### src/rtl/bp_fifo_pkg.sv
// Shared byte-pipe definitions for the bp_fifo block.
//   BYTE_W : width of one bytepipe data beat
//   NENT_W : width of the zero-extended occupancy output
package bp_fifo_pkg;

    localparam int unsigned BYTE_W = 8;
    localparam int unsigned NENT_W = 8;

    typedef logic [BYTE_W-1:0] bp_byte_t;

endpackage

### src/rtl/bp_fifo.sv
// bp_fifo: byte FIFO between two valid/ready bytepipes.
// Ports:
//   i_clk, i_rst      : clock, synchronous active-high reset
//   i_cg              : clock-gate enable; 0 freezes push/pop state
//   i_flush           : synchronous discard of all stored bytes (ignores i_cg)
//   i_bp_data/valid   : upstream byte and valid; o_bp_ready back upstream
//   o_bp_data/valid   : downstream byte and valid; i_bp_ready from downstream
//   o_nEntries        : current occupancy, zero-extended to 8 bits
// Ready/valid are decoded from the registered occupancy only, so there is
// no combinational path from either handshake input to the other side.
module bp_fifo
    import bp_fifo_pkg::*;
#(
    parameter int unsigned DEPTH = 8
) (
    input  logic              i_clk,
    input  logic              i_rst,
    input  logic              i_cg,
    input  logic              i_flush,
    input  logic [BYTE_W-1:0] i_bp_data,
    input  logic              i_bp_valid,
    output logic              o_bp_ready,
    output logic [BYTE_W-1:0] o_bp_data,
    output logic              o_bp_valid,
    input  logic              i_bp_ready,
    output logic [NENT_W-1:0] o_nEntries
);

    localparam int unsigned PTR_W = $clog2(DEPTH);
    localparam int unsigned CNT_W = $clog2(DEPTH + 1);
    localparam logic [PTR_W-1:0] PTR_LAST = PTR_W'(DEPTH - 1);
    localparam logic [CNT_W-1:0] CNT_FULL = CNT_W'(DEPTH);

    logic [PTR_W-1:0] rd_ptr_q, rd_ptr_d;
    logic [PTR_W-1:0] wr_ptr_q, wr_ptr_d;
    logic [CNT_W-1:0] cnt_q, cnt_d;
    bp_byte_t         mem_q [DEPTH];

    logic full, empty, push, pop;

    // Pointer increment with explicit wrap, valid for non-power-of-2 DEPTH.
    function automatic logic [PTR_W-1:0] ptr_inc(input logic [PTR_W-1:0] p);
        return (p == PTR_LAST) ? '0 : p + 1'b1;
    endfunction

    assign full       = (cnt_q == CNT_FULL);
    assign empty      = (cnt_q == '0);
    assign o_bp_ready = !full;
    assign o_bp_valid = !empty;
    assign o_bp_data  = empty ? '0 : mem_q[rd_ptr_q];
    assign o_nEntries = NENT_W'(cnt_q);

    assign push = i_cg && i_bp_valid && !full  && !i_flush;
    assign pop  = i_cg && i_bp_ready && !empty && !i_flush;

    // Next pointer/occupancy; flush wins over any handshake.
    always_comb begin
        rd_ptr_d = rd_ptr_q;
        wr_ptr_d = wr_ptr_q;
        cnt_d    = cnt_q;
        if (i_flush) begin
            rd_ptr_d = '0;
            wr_ptr_d = '0;
            cnt_d    = '0;
        end else begin
            if (push) wr_ptr_d = ptr_inc(wr_ptr_q);
            if (pop)  rd_ptr_d = ptr_inc(rd_ptr_q);
            case ({push, pop})
                2'b10:   cnt_d = cnt_q + 1'b1;
                2'b01:   cnt_d = cnt_q - 1'b1;
                default: cnt_d = cnt_q;
            endcase
        end
    end

    // Control state; reset has priority over flush and clock gate.
    always_ff @(posedge i_clk) begin
        if (i_rst) begin
            rd_ptr_q <= '0;
            wr_ptr_q <= '0;
            cnt_q    <= '0;
        end else begin
            rd_ptr_q <= rd_ptr_d;
            wr_ptr_q <= wr_ptr_d;
            cnt_q    <= cnt_d;
        end
    end

    // Storage is not reset: it is masked to zero on the output while empty.
    always_ff @(posedge i_clk) begin
        if (push && !i_rst) begin
            mem_q[wr_ptr_q] <= i_bp_data;
        end
    end

endmodule

### config.mk
export PLATFORM = sky130hd
export DESIGN_NAME = bp_fifo
export DESIGN_NICKNAME = d
export VERILOG_FILES = /design/src/rtl/bp_fifo_pkg.sv /design/src/rtl/bp_fifo.sv
export SDC_FILE = /design/constraint.sdc
export NUM_CORES = 1
export LEC_CHECK = 0
export CAP_MARGIN = 10
export CORE_MARGIN = 2
export CORE_UTILIZATION = 45
export CTS_BUF_LIST = sky130_fd_sc_hd__clkbuf_4
export DETAILED_ROUTE_END_ITERATION = 12
export GPL_TIMING_DRIVEN = 1
export PLACE_DENSITY = 0.65
export SLEW_MARGIN = 20
export SYNTH_ARGS = -nofsm -noshare
export SYNTH_HDL_FRONTEND = slang
export SYNTH_SLANG_ARGS = --single-unit
### constraint.sdc
create_clock -name i_clk -period 3.24 [get_ports i_clk]
set_input_delay 0.972 -clock i_clk [delete_from_list [all_inputs] [get_ports i_clk]]
set_output_delay 0.972 -clock i_clk [all_outputs]
set_load 0.03 [all_outputs]
### Word-level counts from Yosys, hierarchy flattened

Memory sizes are Yosys's and may differ from the RTL's. A register that Yosys moved wholly into a read port is not among the register bits.
Cells that the tools add are included.

| word-level totals | value |
|---|---|
| register bits after elaboration | 10 |
| bits in writable memories | 64 |
| output and inout bits | 18 |
| memories kept | 1 |

Memory list:

| name | words | width | read ports | clocked after memory_dff | write ports | line | source |
|---|---|---|---|---|---|---|---|
| mem_q | 8 | 8 | 1 | 1 | 1 | bp_fifo.sv:37 | `bp_byte_t mem_q [DEPTH];` |

| operators by class | value |
|---|---|
| add/subtract/negate cells | 4 |
| eq/ne operators | 5 |
| multiplexer cells | 8 |
| reductions and logical operators | 14 |

Operators with widths:

| cell | number |
|---|---|
| 3-bit two-way mux | 4 |
| 8-bit two-way mux | 1 |
| 4-bit case mux with 2 select lines | 1 |
| 1-bit logical AND | 7 |
| 3-bit by 1-bit adder with 3-bit output (second input constant) | 2 |
| 3-bit equality test (second input constant) | 2 |
| 4-bit by 1-bit adder with 4-bit output (second input constant) | 1 |
| 4-bit equality test (second input constant) | 1 |
| 1-bit zero test | 4 |
| 4-bit zero test | 1 |
| 4-bit by 1-bit subtractor with 4-bit output (second input constant) | 1 |
| 2-bit by 1-bit equality test with 1-bit output (second input constant) | 1 |
| 2-bit equality test (second input constant) | 1 |
| 1-bit two-way mux | 2 |
| 2-bit nonzero test | 1 |
| 2-bit OR reduction | 1 |

### Longest topological paths before layout

Gate-level depths: netlist of run 1.

| logic depth | value |
|---|---|
| word-level depth | 7 |
| gate-level depth with buffers | 11 |

### Worst setup path after synthesis of run 1

Ideal clock, no wire load.

| timing | value |
|---|---|
| path type | input to register |
| start | input i_cg |
| end | memory mem_q[0][0] (netlist name), enable pin |
| setup time | 0.398 ns |
| arrival time | 2.367 ns |
| data required time | 2.842 ns |
| setup slack | 0.476 ns |
| cell stages on the path | 4 |
| path through | nor2b_1 -> and3_4 -> clkinv_4 -> nor4b_1 |

| between the ends | value |
|---|---|
| longest elaborated chain between the ends | 6 |

Ends and longest elaborated chain:

| element | line | source |
|---|---|---|
| from (decl) | bp_fifo.sv:18 | `input logic i_cg,` |
| 1-bit logical AND (3 in a row) | bp_fifo.sv:53 | `assign push = i_cg && i_bp_valid && !full && !i_flush;` |
| 1-bit logical AND | bp_fifo.sv:91 | `if (push && !i_rst) begin` |
| 1-bit two-way mux | bp_fifo.sv:91 |  |
| 1-bit two-way mux (not written as such) | bp_fifo.sv:92 | `mem_q[wr_ptr_q] <= i_bp_data;` |
| to (decl) | bp_fifo.sv:37 |  |

No other way between the ends.

==> results.cfg, run 1 <==
[sta]
rsz0062_at_grt = no
whs_ps = 507
finalHoldViolCount = 0
skew_ps = 6.70
fmaxAchievable_mhz = 327
finalCriticalPeriod_ps = 3060
setup_violations = 0
slew_violations = 0
finalCritPeriodShare_pct = 94.5
fin_tns_setup_ps = 0

[logic_synthesis]
netlist.area_leader.share_pct = 60.1
yosys_most_used_dff = edfxtp_1
synth.avg_cell_area_um2 = 16.8
ys_ff_latch = 77
ys_types = 36
syn_area_um2 = 3200
synth_most_common_cell = edfxtp_1
synth_edf_count = 64
synth_top_area_cell = edfxtp_1
netlist_top_cells_count = edfxtp_1, nor2_1, mux4_2, dfxtp_1, mux2i_1
synth_area_leaders = edfxtp_1, mux4_2, dfxtp_1
yosysSeqAreaShare_pct = 68.2
syn-instance-count = 190
yosys_warnings = 0
synth-async-reset-ratio_pct = 0

[setup_path]
crit_path_top_delay_cell = mux4_2
crit_buf_inv = 2
critical_path.top_delay_family = multiplexers
slowest_delay_ps = 510
critical_path_class = flip-flop to output port
crit_chain = buf_12 > mux4_2 > mux2i_1 > nor2_1 > dlygate4sd2_1
cp-start-kind = flip-flop
crit_path_max_fanout = 16
cp_data_arrival_time_ps = 2090
critical_path_required_ps = 2270
cp-end-kind = output port

[floorplanning]
die_x_um = 88.3
start_util_pct = 46.8
core_um2 = 6830
die_area_um2 = 7800
io_pins = 32
die_h_um = 88.3
rows = 30

[pwr]
p_int_mw = 1.35
combPwrFrac_pct = 3.7
powerDensity_nw_per_um2 = 442
sequentialPowerShare_pct = 63.5
irDropWorstVdd_uv = 202
leakagePower_nw = 1.29
switchingPower_mw = 0.346
clkPwrFrac_pct = 32.8
swShare_pct = 20.4

[cts]
cts_resized = 8
numClockSinks = 77
clockBufferDepth = 2
holdBufCountCts = 0
path_clk_slew_ps = 110
cts_max_level = 3
cts_tree = done
cts_root_buffer = clkbuf_4
cts_buffers = 9
cts_setup_buffers = 0
clk_latency_ps = 420

[finish]
layout.area.seq_um2 = 2180
area_growth_pct = 19.6
num_antenna_cells = 0
drive_gt1_share_pct = 25.0
final_nets = 261
fin_util_pct = 56.0
multi_input_area_um2 = 942
n_fill_cell = 588

[detailed_routing]
finalWirelength_um = 5700
remaining_drc_errors = 0
viasPerCell = 5.04
vias = 1714
drt_first_iter_violations = 93
post_drt_wl_per_cell_um = 16.8
first_pass_iters = 4
antenna_left = 0

[global_route]
top_usage_layer = met2
overflow = 0
antenna_found_initial = 0
grt_max_degree = 17
grt_util_all_layers_pct = 16.7
use_met2_pct = 25.9
use_met3_pct = 4.48
grt_pass1_wl_um = 9010
met1_usage_pct = 22.4
first_global_vias = 1701

[hold_path]
min_path_type = flip-flop to flip-flop

[place]
port_buffers = 27
place_hpwl_um = 3800
gp_congestion = 0.765

[flow_run]
maxCapViolations = 0

[outcome]
status = completed
[flip-flops by register name (all words and copies together), names as in the netlist, named ones only]
name / flops
rd_ptr_q: 3
mem_q: 64
wr_ptr_q: 3
cnt_q: 4
[area by class of cell]
type | instances | share of cell area [%]
sequential | 77 | 57.0
multi-input combinational | 99 | 24.6
timing repair buffer | 47 | 11.1
tap | 96 | 3.14
clock buffer | 11 | 2.16
clock inverter | 5 | 1.34
inverter | 5 | 0.622
[logic make-up after synthesis]
logic type | share of synthesized area, %
flip-flops | 68.2
other | 0.117
AO/OA/AOI/OAI | 1.84
XOR/XNOR | 0.548
AND/OR/NAND/NOR | 8.45
multiplexers | 14.4
adder cells (fa/ha/maj) | 3.36
buffers and inverters | 3.05
[per-layer routing]
| layer | vias up | routed length [µm] |
|---|---|---|
| li1 | 820 | - |
| met1 | 843 | 2610 |
| met2 | 41 | 2740 |
| met3 | 10 | 246 |
| met4 | 0 | 104 |
| met5 | - | 0 |
[worst min-delay path: stages, from the launching register on]
cell	delay, ps
dfxtp_1	360
nand2b_4	70
a21oi_2	50
[per-stage QoR]
step                power, mW  instances  setup slack, ps  cell area [µm²]
floorplan                1.13        193              476             3210
global placement         1.16        324              134             3700
detailed placement       1.16        324             63.6             3700
CTS                      1.71        340              144             3820
global route             1.76        340             76.7             3820
finish                   1.69        340              178             3820
[layout by cell type (no fill, tap or decap), drive strengths merged]
cell,netlist,layout
edfxtp,64,64
nor2,23,23
buf,11,20
clkdlybuf4s50,0,19
mux4,16,16
dfxtp,13,13
clkbuf,1,11
mux2i,10,10
nand2,8,8
dlygate4sd2,0,8
ha,7,7
a21oi,7,7
conb,1,4
inv,4,4
clkinv,1,4
nand3b,3,3
nor3,3,3
and3,2,2
xor2,2,2
nor4,2,2
or4b,1,1
nor2b,1,1
nor4b,1,1
or2,1,1
nand2b,1,1
or3,1,1
nand3,1,1
a211oi,1,1
and4b,1,1
o21ai,1,1
o31ai,1,1
fa,1,1
bufinv,0,1
clkinvlp,0,1
[final timing paths]
kind	from	end	slack (ps)	cells after the start
max	flip-flop	o_bp_data[3]	180	5
min	rd_ptr_q[1]$_SDFFE_PP0N_	rd_ptr_q[1]$_SDFFE_PP0N_	510	2
max reg2reg	cnt_q[1]$_SDFFE_PP0P_	cnt_q[3]$_SDFFE_PP0P_	790	9
min reg2reg	rd_ptr_q[1]$_SDFFE_PP0N_	rd_ptr_q[1]$_SDFFE_PP0N_	510	2
[power groups by stage]
stage | Sequential, mW | Clock (mW) | Combinational [mW]
6_report | 1.07 | 0.555 | 0.0625
5_1_grt | 1.07 | 0.620 | 0.0683
4_1_cts | 1.07 | 0.571 | 0.0632
3_5_place_dp | 1.10 | 0 | 0.0641
3_3_place_gp | 1.10 | 0 | 0.0632
2_1_floorplan | 1.10 | 0 | 0.0305
Note: power is estimated with default switching activity, not from simulation.
==> inputs of run 2 (changes only) <==
--- a/config.mk
+++ b/config.mk
@@ -6,6 +6,7 @@
 export NUM_CORES = 1
 export LEC_CHECK = 0
 export CAP_MARGIN = 10
+export CORE_ASPECT_RATIO = 1.25
 export CORE_MARGIN = 2
 export CORE_UTILIZATION = 45
 export CTS_BUF_LIST = sky130_fd_sc_hd__clkbuf_4
==> constraint.sdc (replaced) <==
create_clock -name i_clk -period 3.24 [get_ports i_clk]
set_input_delay 0.486 -clock i_clk [delete_from_list [all_inputs] [get_ports i_clk]]
set_output_delay 0.486 -clock i_clk [all_outputs]
set_load 0.03 [all_outputs]
==> results.cfg, run 2 (same netlist as run 1, synthesis figures left out) <==
[outcome]
status = completed

[global_route]
grt_max_degree = 17
overflow = 0
antenna_found_initial = 1
grt_util_all_layers_pct = 15.9
first_global_vias = 1720
grt_pass1_wl_um = 8810

[sta]
setup_violations = 0
finalWorstSetupSlack_ps = 345
tightest_slew_ps = 577
slew_violations = 0
rsz0062_at_grt = no
finalHoldViolCount = 0
max_slew_margin_pct = 61.5
finalCriticalPeriod_ps = 2890
fin_tns_setup_ps = 0
fmaxAchievable_mhz = 345
skew_ps = 12.9
finalCritPeriodShare_pct = 89.3

[setup_path]
r2r_cells = 9
crit_path_max_fanout = 16
cp_data_arrival_time_ps = 2410
crit_chain = buf_4 > mux4_2 > mux2i_1 > nor2_1 > clkdlybuf4s50_1
critical_path_class = flip-flop to output port
cp-start-kind = flip-flop
cp-end-kind = output port
critical_path_required_ps = 2750
rrSetupSlack_ps = 740
crit_path_top_delay_cell = clkdlybuf4s50_1
slowest_delay_ps = 580

[cts]
cts_max_level = 3
cts_root_buffer = clkbuf_4
clockBufferDepth = 2
path_clk_slew_ps = 110
cts_setup_buffers = 0
cts_buffers = 9
cts_tree = done
clk_latency_ps = 400
cts_resized = 0
numClockSinks = 77
holdBufCountCts = 0

[pwr]
irDropWorstVdd_uv = 177
leakagePower_nw = 1.19
powerDensity_nw_per_um2 = 448
finalPower_mw = 1.68

[floorplanning]
io_pins = 32
rows = 34
die_x_um = 79.4
die_h_um = 98.3
start_util_pct = 46.1
core_um2 = 6930
die_area_um2 = 7800

[hold_path]
min_path_type = flip-flop to flip-flop
hold_depth = 2

[place]
gp_congestion = 0.799
dp_slack_ps = 513
port_buffers = 27
place_hpwl_um = 3610

[finish]
area_growth_pct = 17.2
final_nets = 252
layout_common_cells = edfxtp_1, clkdlybuf4s50_1, nor2_1
top_regs = mem_q x64, cnt_q x4
n_fill_cell = 572
largest_register_ffs = 64
drive_gt1_share_pct = 21.3
top_register = mem_q
layout_commonest_cell = edfxtp_1

[detailed_routing]
drt_first_iter_violations = 138
vias = 1673
first_pass_iters = 5
finalWirelength_um = 5440
post_drt_wl_per_cell_um = 16.7
remaining_drc_errors = 0
viasPerCell = 5.13
antenna_left = 0

[flow_run]
maxCapViolations = 0
[run 2: cell count changes in the layout (fill, tap and decap cells not counted), moves of 2 or more]
cell,delta
clkinv_2,-2
clkinv_1,+2
buf_4,-8
clkbuf_4,-2
clkdlybuf4s50_1,+8
dlygate4sd2_1,-8
[run 2: layer usage]
| layer | wire, µm | up-vias | global-route usage [%] |
|---|---|---|---|
| li1 | - | 807 | - |
| met1 | 2340 | 823 | 20.0 |
| met2 | 2830 | 36 | 25.4 |
| met3 | 166 | 7 | 3.97 |
| met4 | 106 | 0 | 8.36 |
| met5 | 0 | - | 0 |
[run 2: final timing paths]
path	startpoint	endpoint
hold / removal	rd_ptr_q[1]$_SDFFE_PP0N_	rd_ptr_q[1]$_SDFFE_PP0N_
setup reg to reg	cnt_q[1]$_SDFFE_PP0P_	cnt_q[3]$_SDFFE_PP0P_
setup / recovery	flip-flop	o_bp_data[1]
hold reg to reg	rd_ptr_q[1]$_SDFFE_PP0N_	rd_ptr_q[1]$_SDFFE_PP0N_
[run 2: critical path, delay by kind of cell (launching register included)]
kind	cells	cell delay [ps]
DFF	1	320
muxes	2	740
and+or+nand+nor	1	60
buffers and inverters	2	890
[run 2: report_power, final]
| part | total, mW | switching (mW) | internal [mW] |
|---|---|---|---|
| Sequential | 1.07 | 0.00189 | 1.07 |
| Clock | 0.545 | 0.314 | 0.230 |
| Combinational | 0.0619 | 0.0354 | 0.0265 |
| Total | 1.68 | 0.352 | 1.33 |
[run 2: final cells by class]
type	instances	area (µm²)	share of cell area (%)
Sequential cell	77	2180	58.2
Multi-Input combinational cell	99	942	25.1
Timing Repair Buffer	38	353	9.41
Tap cell	90	113	3.00
Clock buffer	9	67.6	1.80
Clock inverter	7	65.1	1.74
Inverter	5	23.8	0.634
Antenna cell	1	2.50	0.0668
[run 2: per-stage QoR]
stage | cells | cell area (µm²) | utilization (%) | hold slack (ps)
2_1_floorplan | 193 | 3210 | - | 473
3_3_place_gp | 309 | 3610 | 52.1 | 487
3_5_place_dp | 309 | 3610 | 52.1 | 491
4_1_cts | 325 | 3750 | 54.0 | 515
5_1_grt | 326 | 3750 | 54.1 | 536
6_report | 326 | 3750 | 54.1 | 511
==> inputs of run 3 (changes only) <==
--- a/config.mk
+++ b/config.mk
@@ -12,6 +12,7 @@
 export CTS_BUF_LIST = sky130_fd_sc_hd__clkbuf_4
 export DETAILED_ROUTE_END_ITERATION = 12
 export GPL_TIMING_DRIVEN = 1
+export HOLD_SLACK_MARGIN = 0.08
 export PLACE_DENSITY = 0.65
 export SLEW_MARGIN = 20
 export SYNTH_ARGS = -nofsm -noshare
==> results of run 3 <==
No change in the layout: final DEF, timing and power equal those of run 2.
